**config.mk**
```make
export PLATFORM = sky130hd
export DESIGN_NAME = delay_tap_mixer_flat
export DESIGN_NICKNAME = d
export VERILOG_FILES = /design/src/rtl/delay_tap_mixer_pkg.sv /design/src/rtl/delay_tap_mixer_if.sv /design/src/rtl/delay_tap_mixer_mix_mac_pipe.sv /design/src/rtl/delay_tap_mixer.sv /design/src/flat_wrapper.sv
export SDC_FILE = /design/constraint.sdc
export NUM_CORES = 1
export LEC_CHECK = 0
export ABC_AREA = 0
export CAP_MARGIN = 5
export CORE_MARGIN = 1
export CORE_UTILIZATION = 57
export DETAILED_ROUTE_END_ITERATION = 16
export GPL_ROUTABILITY_DRIVEN = 0
export PLACE_DENSITY = 0.82
export SYNTH_ARGS = -nofsm -noshare
export SYNTH_HDL_FRONTEND = slang
export SYNTH_HIERARCHICAL = 1
export SYNTH_SLANG_ARGS = --single-unit
```
**constraint.sdc**
```tcl
create_clock -name clk -period 6.2 [get_ports clk]
set_clock_uncertainty 0.1 [all_clocks]
set_input_delay 0.93 -clock clk [delete_from_list [all_inputs] [get_ports clk]]
set_output_delay 0.93 -clock clk [all_outputs]
set_load 0.03 [all_outputs]
```
**src/rtl/delay_tap_mixer_pkg.sv**
```systemverilog
`default_nettype none
// ============================================================================
// Module   : delay_tap_mixer_pkg
// Brief    : Shared constants, FSM state type and gain-step helper for the
//            delay tap mixer.
// Revision : 1.0 - initial release
// ============================================================================
package delay_tap_mixer_pkg;

    localparam int W      = 8;                 // sample width
    localparam int GAIN_W = 4;                 // wet-gain width
    localparam int NTAP   = 4;                 // number of delay taps
    localparam int SEL_W  = 2;                 // tap-select width
    localparam int ACC_W  = W + GAIN_W + 1;    // product / sum width

    // Half an LSB of the gain denominator, for round-to-nearest.
    localparam logic [ACC_W-1:0]  C_ROUND = ACC_W'(2 ** (GAIN_W - 1));
    // Full-scale weight (2^GAIN_W); needs one more bit than the gain.
    localparam logic [GAIN_W:0]   C_UNITY = (GAIN_W + 1)'(2 ** GAIN_W);

    typedef enum logic [1:0] {
        ST_IDLE     = 2'd0,
        ST_FADE_OUT = 2'd1,
        ST_SWITCH   = 2'd2,
        ST_FADE_IN  = 2'd3
    } mix_state_e;

    // Move one step toward the target, never past it.
    function automatic logic [GAIN_W-1:0] step_toward(
        input logic [GAIN_W-1:0] cur,
        input logic [GAIN_W-1:0] tgt
    );
        if (cur < tgt) begin
            return cur + 1'b1;
        end else if (cur > tgt) begin
            return cur - 1'b1;
        end
        return cur;
    endfunction

endpackage
`default_nettype wire

```
**src/rtl/delay_tap_mixer_if.sv**
```systemverilog
`default_nettype none
// ============================================================================
// Module   : delay_tap_mixer_if
// Brief    : Sample/control bundle between the delay lines and the mixer.
//            master = sample source, slave = mixer.
// Revision : 1.0 - initial release
// ============================================================================
interface delay_tap_mixer_if;
    import delay_tap_mixer_pkg::*;

    logic                 ena;
    logic                 sample_en;
    logic [W-1:0]         dry;
    logic [NTAP*W-1:0]    taps;
    logic [SEL_W-1:0]     tap_sel;
    logic [GAIN_W-1:0]    mix_gain;
    logic [W-1:0]         y;
    logic                 y_valid;
    logic                 busy;
    logic [SEL_W-1:0]     active_tap;

    modport master (
        output ena, sample_en, dry, taps, tap_sel, mix_gain,
        input  y, y_valid, busy, active_tap
    );

    modport slave (
        input  ena, sample_en, dry, taps, tap_sel, mix_gain,
        output y, y_valid, busy, active_tap
    );

endinterface
`default_nettype wire

```
**src/rtl/delay_tap_mixer_mix_mac_pipe.sv**
```systemverilog
`default_nettype none
// ============================================================================
// Module   : mix_mac_pipe
// Brief    : Two-stage weighted dry/wet sum. Stage 1 registers both products,
//            stage 2 registers the rounded, scaled sum and strobes y_valid.
// Revision : 1.0 - initial release
// ============================================================================
module mix_mac_pipe
    import delay_tap_mixer_pkg::*;
(
    input  wire logic              clk,
    input  wire logic              rst_n,
    input  wire logic              ena,
    input  wire logic              in_valid,
    input  wire logic [W-1:0]      dry,
    input  wire logic [W-1:0]      wet,
    input  wire logic [GAIN_W-1:0] gain,
    output logic      [W-1:0]      y,
    output logic                   y_valid
);

    logic [ACC_W-1:0] dry_prod_q, dry_prod_d;
    logic [ACC_W-1:0] wet_prod_q, wet_prod_d;
    logic             v1_q, v1_d;
    logic [W-1:0]     y_q, y_d;
    logic             y_valid_q, y_valid_d;
    logic [ACC_W-1:0] w_sum;

    // Next-state for both pipeline stages; disabled stage mutes the output.
    always_comb begin
        dry_prod_d = dry_prod_q;
        wet_prod_d = wet_prod_q;
        v1_d       = 1'b0;
        y_d        = y_q;
        y_valid_d  = 1'b0;
        // Sum cannot exceed (2^W-1)*2^GAIN_W + round, so ACC_W never wraps.
        w_sum      = dry_prod_q + wet_prod_q + C_ROUND;
        if (ena) begin
            if (in_valid) begin
                dry_prod_d = ACC_W'(dry) * ACC_W'(C_UNITY - {1'b0, gain});
                wet_prod_d = ACC_W'(wet) * ACC_W'(gain);
                v1_d       = 1'b1;
            end
            if (v1_q) begin
                y_d       = W'(w_sum >> GAIN_W);
                y_valid_d = 1'b1;
            end
        end else begin
            y_d = '0;
        end
    end

    // Pipeline registers.
    always_ff @(posedge clk or negedge rst_n) begin
        if (!rst_n) begin
            dry_prod_q <= '0;
            wet_prod_q <= '0;
            v1_q       <= 1'b0;
            y_q        <= '0;
            y_valid_q  <= 1'b0;
        end else begin
            dry_prod_q <= dry_prod_d;
            wet_prod_q <= wet_prod_d;
            v1_q       <= v1_d;
            y_q        <= y_d;
            y_valid_q  <= y_valid_d;
        end
    end

    assign y       = y_q;
    assign y_valid = y_valid_q;

endmodule
`default_nettype wire

```
**src/rtl/delay_tap_mixer.sv**
```systemverilog
`default_nettype none
// ============================================================================
// Module   : delay_tap_mixer
// Brief    : Dry/wet mixer over four delay taps with a glitch-free tap change:
//            wet gain ramps to zero, the tap switches, then the gain ramps back.
// Revision : 1.0 - initial release
// ============================================================================
module delay_tap_mixer
    import delay_tap_mixer_pkg::*;
(
    input  wire logic         clk,
    input  wire logic         rst_n,
    delay_tap_mixer_if.slave  bus
);

    mix_state_e        state_q, state_d;
    logic [GAIN_W-1:0] eff_g_q, eff_g_d;
    logic [SEL_W-1:0]  active_tap_q, active_tap_d;
    logic [W-1:0]      w_tap [NTAP];
    logic [W-1:0]      w_wet;

    for (genvar k = 0; k < NTAP; k++) begin : g_tap_unpack
        assign w_tap[k] = bus.taps[k*W +: W];
    end

    // Only switched while eff_g is zero, so a mux change never reaches y.
    assign w_wet = w_tap[active_tap_q];

    // Crossfade sequencing and gain ramp; everything holds while disabled.
    always_comb begin
        state_d      = state_q;
        eff_g_d      = eff_g_q;
        active_tap_d = active_tap_q;
        if (bus.ena) begin
            case (state_q)
                ST_IDLE: begin
                    if (bus.tap_sel != active_tap_q) begin
                        state_d = ST_FADE_OUT;
                    end else if (bus.sample_en) begin
                        eff_g_d = step_toward(eff_g_q, bus.mix_gain);
                    end
                end
                ST_FADE_OUT: begin
                    if (bus.sample_en) begin
                        if (eff_g_q == '0) begin
                            state_d = ST_SWITCH;
                        end else begin
                            eff_g_d = eff_g_q - 1'b1;
                        end
                    end
                end
                ST_SWITCH: begin
                    // Latest request wins; earlier changes during the fade are dropped.
                    active_tap_d = bus.tap_sel;
                    state_d      = ST_FADE_IN;
                end
                ST_FADE_IN: begin
                    // Target is tracked live, so a lowered gain ramps down here.
                    if (eff_g_q == bus.mix_gain) begin
                        state_d = ST_IDLE;
                    end else if (bus.sample_en) begin
                        eff_g_d = step_toward(eff_g_q, bus.mix_gain);
                    end
                end
                default: state_d = ST_IDLE;
            endcase
        end
    end

    // Control state registers.
    always_ff @(posedge clk or negedge rst_n) begin
        if (!rst_n) begin
            state_q      <= ST_IDLE;
            eff_g_q      <= '0;
            active_tap_q <= '0;
        end else begin
            state_q      <= state_d;
            eff_g_q      <= eff_g_d;
            active_tap_q <= active_tap_d;
        end
    end

    mix_mac_pipe u_mac (
        .clk      (clk),
        .rst_n    (rst_n),
        .ena      (bus.ena),
        .in_valid (bus.sample_en),
        .dry      (bus.dry),
        .wet      (w_wet),
        .gain     (eff_g_q),
        .y        (bus.y),
        .y_valid  (bus.y_valid)
    );

    assign bus.busy       = (state_q != ST_IDLE);
    assign bus.active_tap = active_tap_q;

endmodule
`default_nettype wire

```
**src/flat_wrapper.sv**
```systemverilog
// flat-port wrapper written by rule: the top's interface ports become plain ports
module delay_tap_mixer_flat import delay_tap_mixer_pkg::*;
  (clk, rst_n, bus_ena, bus_sample_en, bus_dry, bus_taps, bus_tap_sel, bus_mix_gain, bus_y, bus_y_valid, bus_busy, bus_active_tap);
  delay_tap_mixer_if bus_i ();
  input  wire logic clk;
  input  wire logic rst_n;
  input wire logic [$bits(bus_i.ena)-1:0] bus_ena;
  input wire logic [$bits(bus_i.sample_en)-1:0] bus_sample_en;
  input wire logic [$bits(bus_i.dry)-1:0] bus_dry;
  input wire logic [$bits(bus_i.taps)-1:0] bus_taps;
  input wire logic [$bits(bus_i.tap_sel)-1:0] bus_tap_sel;
  input wire logic [$bits(bus_i.mix_gain)-1:0] bus_mix_gain;
  output wire logic [$bits(bus_i.y)-1:0] bus_y;
  output wire logic [$bits(bus_i.y_valid)-1:0] bus_y_valid;
  output wire logic [$bits(bus_i.busy)-1:0] bus_busy;
  output wire logic [$bits(bus_i.active_tap)-1:0] bus_active_tap;
  assign bus_i.ena = bus_ena;
  assign bus_i.sample_en = bus_sample_en;
  assign bus_i.dry = bus_dry;
  assign bus_i.taps = bus_taps;
  assign bus_i.tap_sel = bus_tap_sel;
  assign bus_i.mix_gain = bus_mix_gain;
  assign bus_y = bus_i.y;
  assign bus_y_valid = bus_i.y_valid;
  assign bus_busy = bus_i.busy;
  assign bus_active_tap = bus_i.active_tap;
  delay_tap_mixer u_core (.clk(clk), .rst_n(rst_n), .bus(bus_i));
endmodule
```
==> impl_results.md <==
* Status: finished clean
* Via count at 3629
* Register clock-pin slew on the reported worst setup and hold paths at 90 ps
* Post_cts resized at 0
* Synth Flop Type: dfrtp_1
* Total CTS buffers at 5
* Register bit total from synthesis at 42
* Starting density of the core at 0.585
* Hpwl dp at approximately 7.8 mm
* Final Hold Fails at 0
* Vias per cell at about 5.4
* Floorplan row count at 33
* Worst flop-to-flop path startpoint: u_core/eff_g_q[0]$_DFFE_PN0P_
* P&R area growth vs syn at 16.3%
* DIE AREA at between 0.008 and 0.009 sq mm
* First-pass GRT wire length at ~16 mm
* Antenna Nets Post-Route at 0
* Final Critical Period at 4930 ps
* Reg2Reg Capture Point: u_core/u_mac/dry_prod_q[11]$_DFFE_PN0P_
* IO Count at slightly above 60
* Fin Setup TNS at 0 ps
* Final setup fails at 0
* Largest net degree at the start of global routing at 43
* Commonest cells in the netlist: 70 x ha_1, 70 x inv_1, 50 x and2_1, 50 x nand2_1, 42 x dfrtp_1
* Hold Path Sink: u_core/u_mac/y[2]$_DFFE_PN0P_
* Wirelength per Cell at between 10 and 15 um
* Gr ovfl total at 0
* Tot GR Track Use at 0.232
* Vias in the first global route at 3701
* Pins Over Slew Limit at 0
* Cell family with most CP delay: adder cells
* Reg2Reg Setup Slack at ~1300 ps
* WP buf/inv at 3
* CP max-delay cell: dfrtp_1
* Synth Cell Area at ~0.0048 sq mm
* Worst Max-Slew Pin Slew at around 1200 ps
* Worst Min Path Start: u_core/u_mac/y[2]$_DFFE_PN0P_
* Post-Syn Instances at between 500 and 600
* Area leader, netlist: dfrtp_1
* Post-synth ARST share at 1.00
* Crit. End Element: register
* Max Clk Rate at between 200 and 250 MHz
* Period Utilization, post-route at 0.796
* Syn avg cell area at 9.43 sq um
* Core area at ~0.0082 sq mm
* # hold bufs at CTS at 0
* Drt pass-1 iters at 4
* CP required at 6250 ps
* Layout fillers at approximately 650
* Port bufs at 61
* Max incr delay on CP at just under 800 ps
* Crit Path Class: register to register
* Die width at just over 90 um
* RSZ-0062 raised after global routing: false
* Post-Layout Cell Count at roughly 670
* Longest Clk Path Bufs at 2
* Min-delay worst type: register to register
* Initial antenna violation count at 0
* CP Cell Sequence: inv_1 > ha_1 > xnor2_1 > and2_1 > fa_1 > inv_1 > fa_1 > fa_1 > inv_1 > ha_1 > nor2b_1 > o21a_1 > a31o_2 > o41ai_2 > xnor2_1 > o21ai_1
* Arrival time at the worst endpoint at about 5000 ps
* Die height at slightly above 90 um
* Sequential area share after synthesis at 0.220
* Nets at between 700 and 800
* Root Driver: clkbuf_8
* TritonCTS clock tree: built
* Syn Nets at ~660
* Placed cell count at around 660
* Clk_lat worst skew at between 300 and 400 ps
* Setup crit start kind: register
* Yosys Warn Count at 6
* Hold Path Stages at 2
* Top cell type's share of synthesized area at 0.220
* Max-Slew Margin vs Limit at 0.230
* CP Max Fanout at 23
* Post-synth EDFFs at 0
* Diode count at 0
* Clock Sinks at 42
* Crit path launch: u_core/eff_g_q[0]$_DFFE_PN0P_
* Setup bufs post-CTS at 0
* Final wirelength at 9.37 mm
* DR DRC count at 0
* Cells on worst reg2reg path at 16
* H-tree depth at 2
* DR iter-0 viols at just over 90
* Layout cells sized above 1 at 0.0603
* Distinct cells, synth at 55
* Largest cells by area after synthesis: dfrtp_1 22%, ha_1 18%, fa_1 13%
* Max Cap Viol at 0
[how the worst max path moves through the flow]
stage	slack (ps)	cells after the start	end
6_report	1270	16	u_core/u_mac/dry_prod_q[11]$_DFFE_PN0P_
3_3_place_gp	1390	14	u_core/u_mac/wet_prod_q[11]$_DFFE_PN0P_
4_1_cts	1270	16	u_core/u_mac/dry_prod_q[11]$_DFFE_PN0P_
5_1_grt	990	16	u_core/u_mac/dry_prod_q[11]$_DFFE_PN0P_
2_1_floorplan	1540	18	u_core/u_mac/dry_prod_q[11]$_DFFE_PN0P_
3_5_place_dp	1270	16	u_core/u_mac/dry_prod_q[11]$_DFFE_PN0P_
[cell type report]
cell class / instances / area, sq um / share of cell area
Clock inverter: 3 / 23.8 / 0.00428
Inverter: 70 / 263 / 0.0473
Sequential cell: 42 / 1050 / 0.189
Multi-Input combinational cell: 383 / 3420 / 0.614
Clock buffer: 5 / 68.8 / 0.0124
Tap cell: 105 / 131 / 0.0236
Timing Repair Buffer: 61 / 606 / 0.109
[per-layer routing]
layer / global-route usage / vias to the layer above / routed length, um / part of all wire
met4: 0.0692 / 0 / 223 / 0.024
li1: - / 1813 / - / -
met2: 0.405 / 71 / 4710 / 0.50
met3: 0.0341 / 15 / 269 / 0.029
met1: 0.297 / 1730 / 4160 / 0.44
met5: 0 / - / 0 / 0
[flip-flops by register name (all words and copies together), names as in the netlist]
register,cells
u_core/u_mac/dry_prod_q,12
u_core/state_q,2
u_core/eff_g_q,4
u_core/u_mac/y,8
u_core/u_mac/wet_prod_q,12
u_core/bus.active_tap,2
u_core/u_mac/y_valid,1
u_core/u_mac/v1_q,1
[worst reg2reg max path: cells and delay by family, from the launching register on]
family          cells  cell delay [ps]
buf+inv             3              250
simple gates        2              370
flops               1              780
fa+ha+maj           5             1940
xor+xnor            2              590
compound gates      4              750
[cells by family after synthesis]
| logic type | share of synthesized area |
|---|---|
| adders and majority gates | 0.309 |
| and+or+nand+nor | 0.163 |
| DFF | 0.220 |
| xor gates and xnor gates | 0.0550 |
| AOI/OAI and AO/OA | 0.127 |
| buffers and inverters | 0.0654 |
| muxes | 0.0605 |
[through the flow]
step                 util  cell area (sq um)  setup WS [ps]  hold slack (ps)
floorplan               -               4780           1540              350
global placement    0.669               5470           1390              364
detailed placement  0.669               5470           1270              364
CTS                 0.680               5560           1270              385
global route        0.680               5560            987              400
finish              0.680               5560           1270              380
[layout by cell type (no fill, tap or decap), types with 2 or more instances in the layout]
master | Yosys | routed
inv_1 | 70 | 70
ha_1 | 70 | 70
clkdlybuf4s50_1 | 0 | 60
nand2_1 | 50 | 50
and2_1 | 50 | 50
dfrtp_1 | 42 | 42
fa_1 | 30 | 30
o21ai_0 | 26 | 26
xnor2_1 | 17 | 17
nor2_1 | 15 | 15
xor2_1 | 13 | 13
a21oi_1 | 12 | 12
mux4_2 | 8 | 8
nor3_1 | 8 | 8
mux2_2 | 7 | 7
a21o_1 | 7 | 7
o21ai_1 | 6 | 6
nor2b_1 | 6 | 6
clkbuf_8 | 0 | 5
o21a_1 | 5 | 5
nand3_1 | 4 | 4
nand2b_1 | 4 | 4
a31oi_1 | 3 | 3
mux2i_1 | 3 | 3
a211oi_1 | 3 | 3
clkinvlp_4 | 0 | 2
nand4_1 | 2 | 2
o31a_1 | 2 | 2
o211ai_1 | 2 | 2
and3_1 | 2 | 2
nor3b_1 | 2 | 2
a31o_2 | 2 | 2
o21bai_1 | 2 | 2
Power is not shown: default switching activity piles up to over one toggle a cycle in this logic, so the estimate is an artifact.
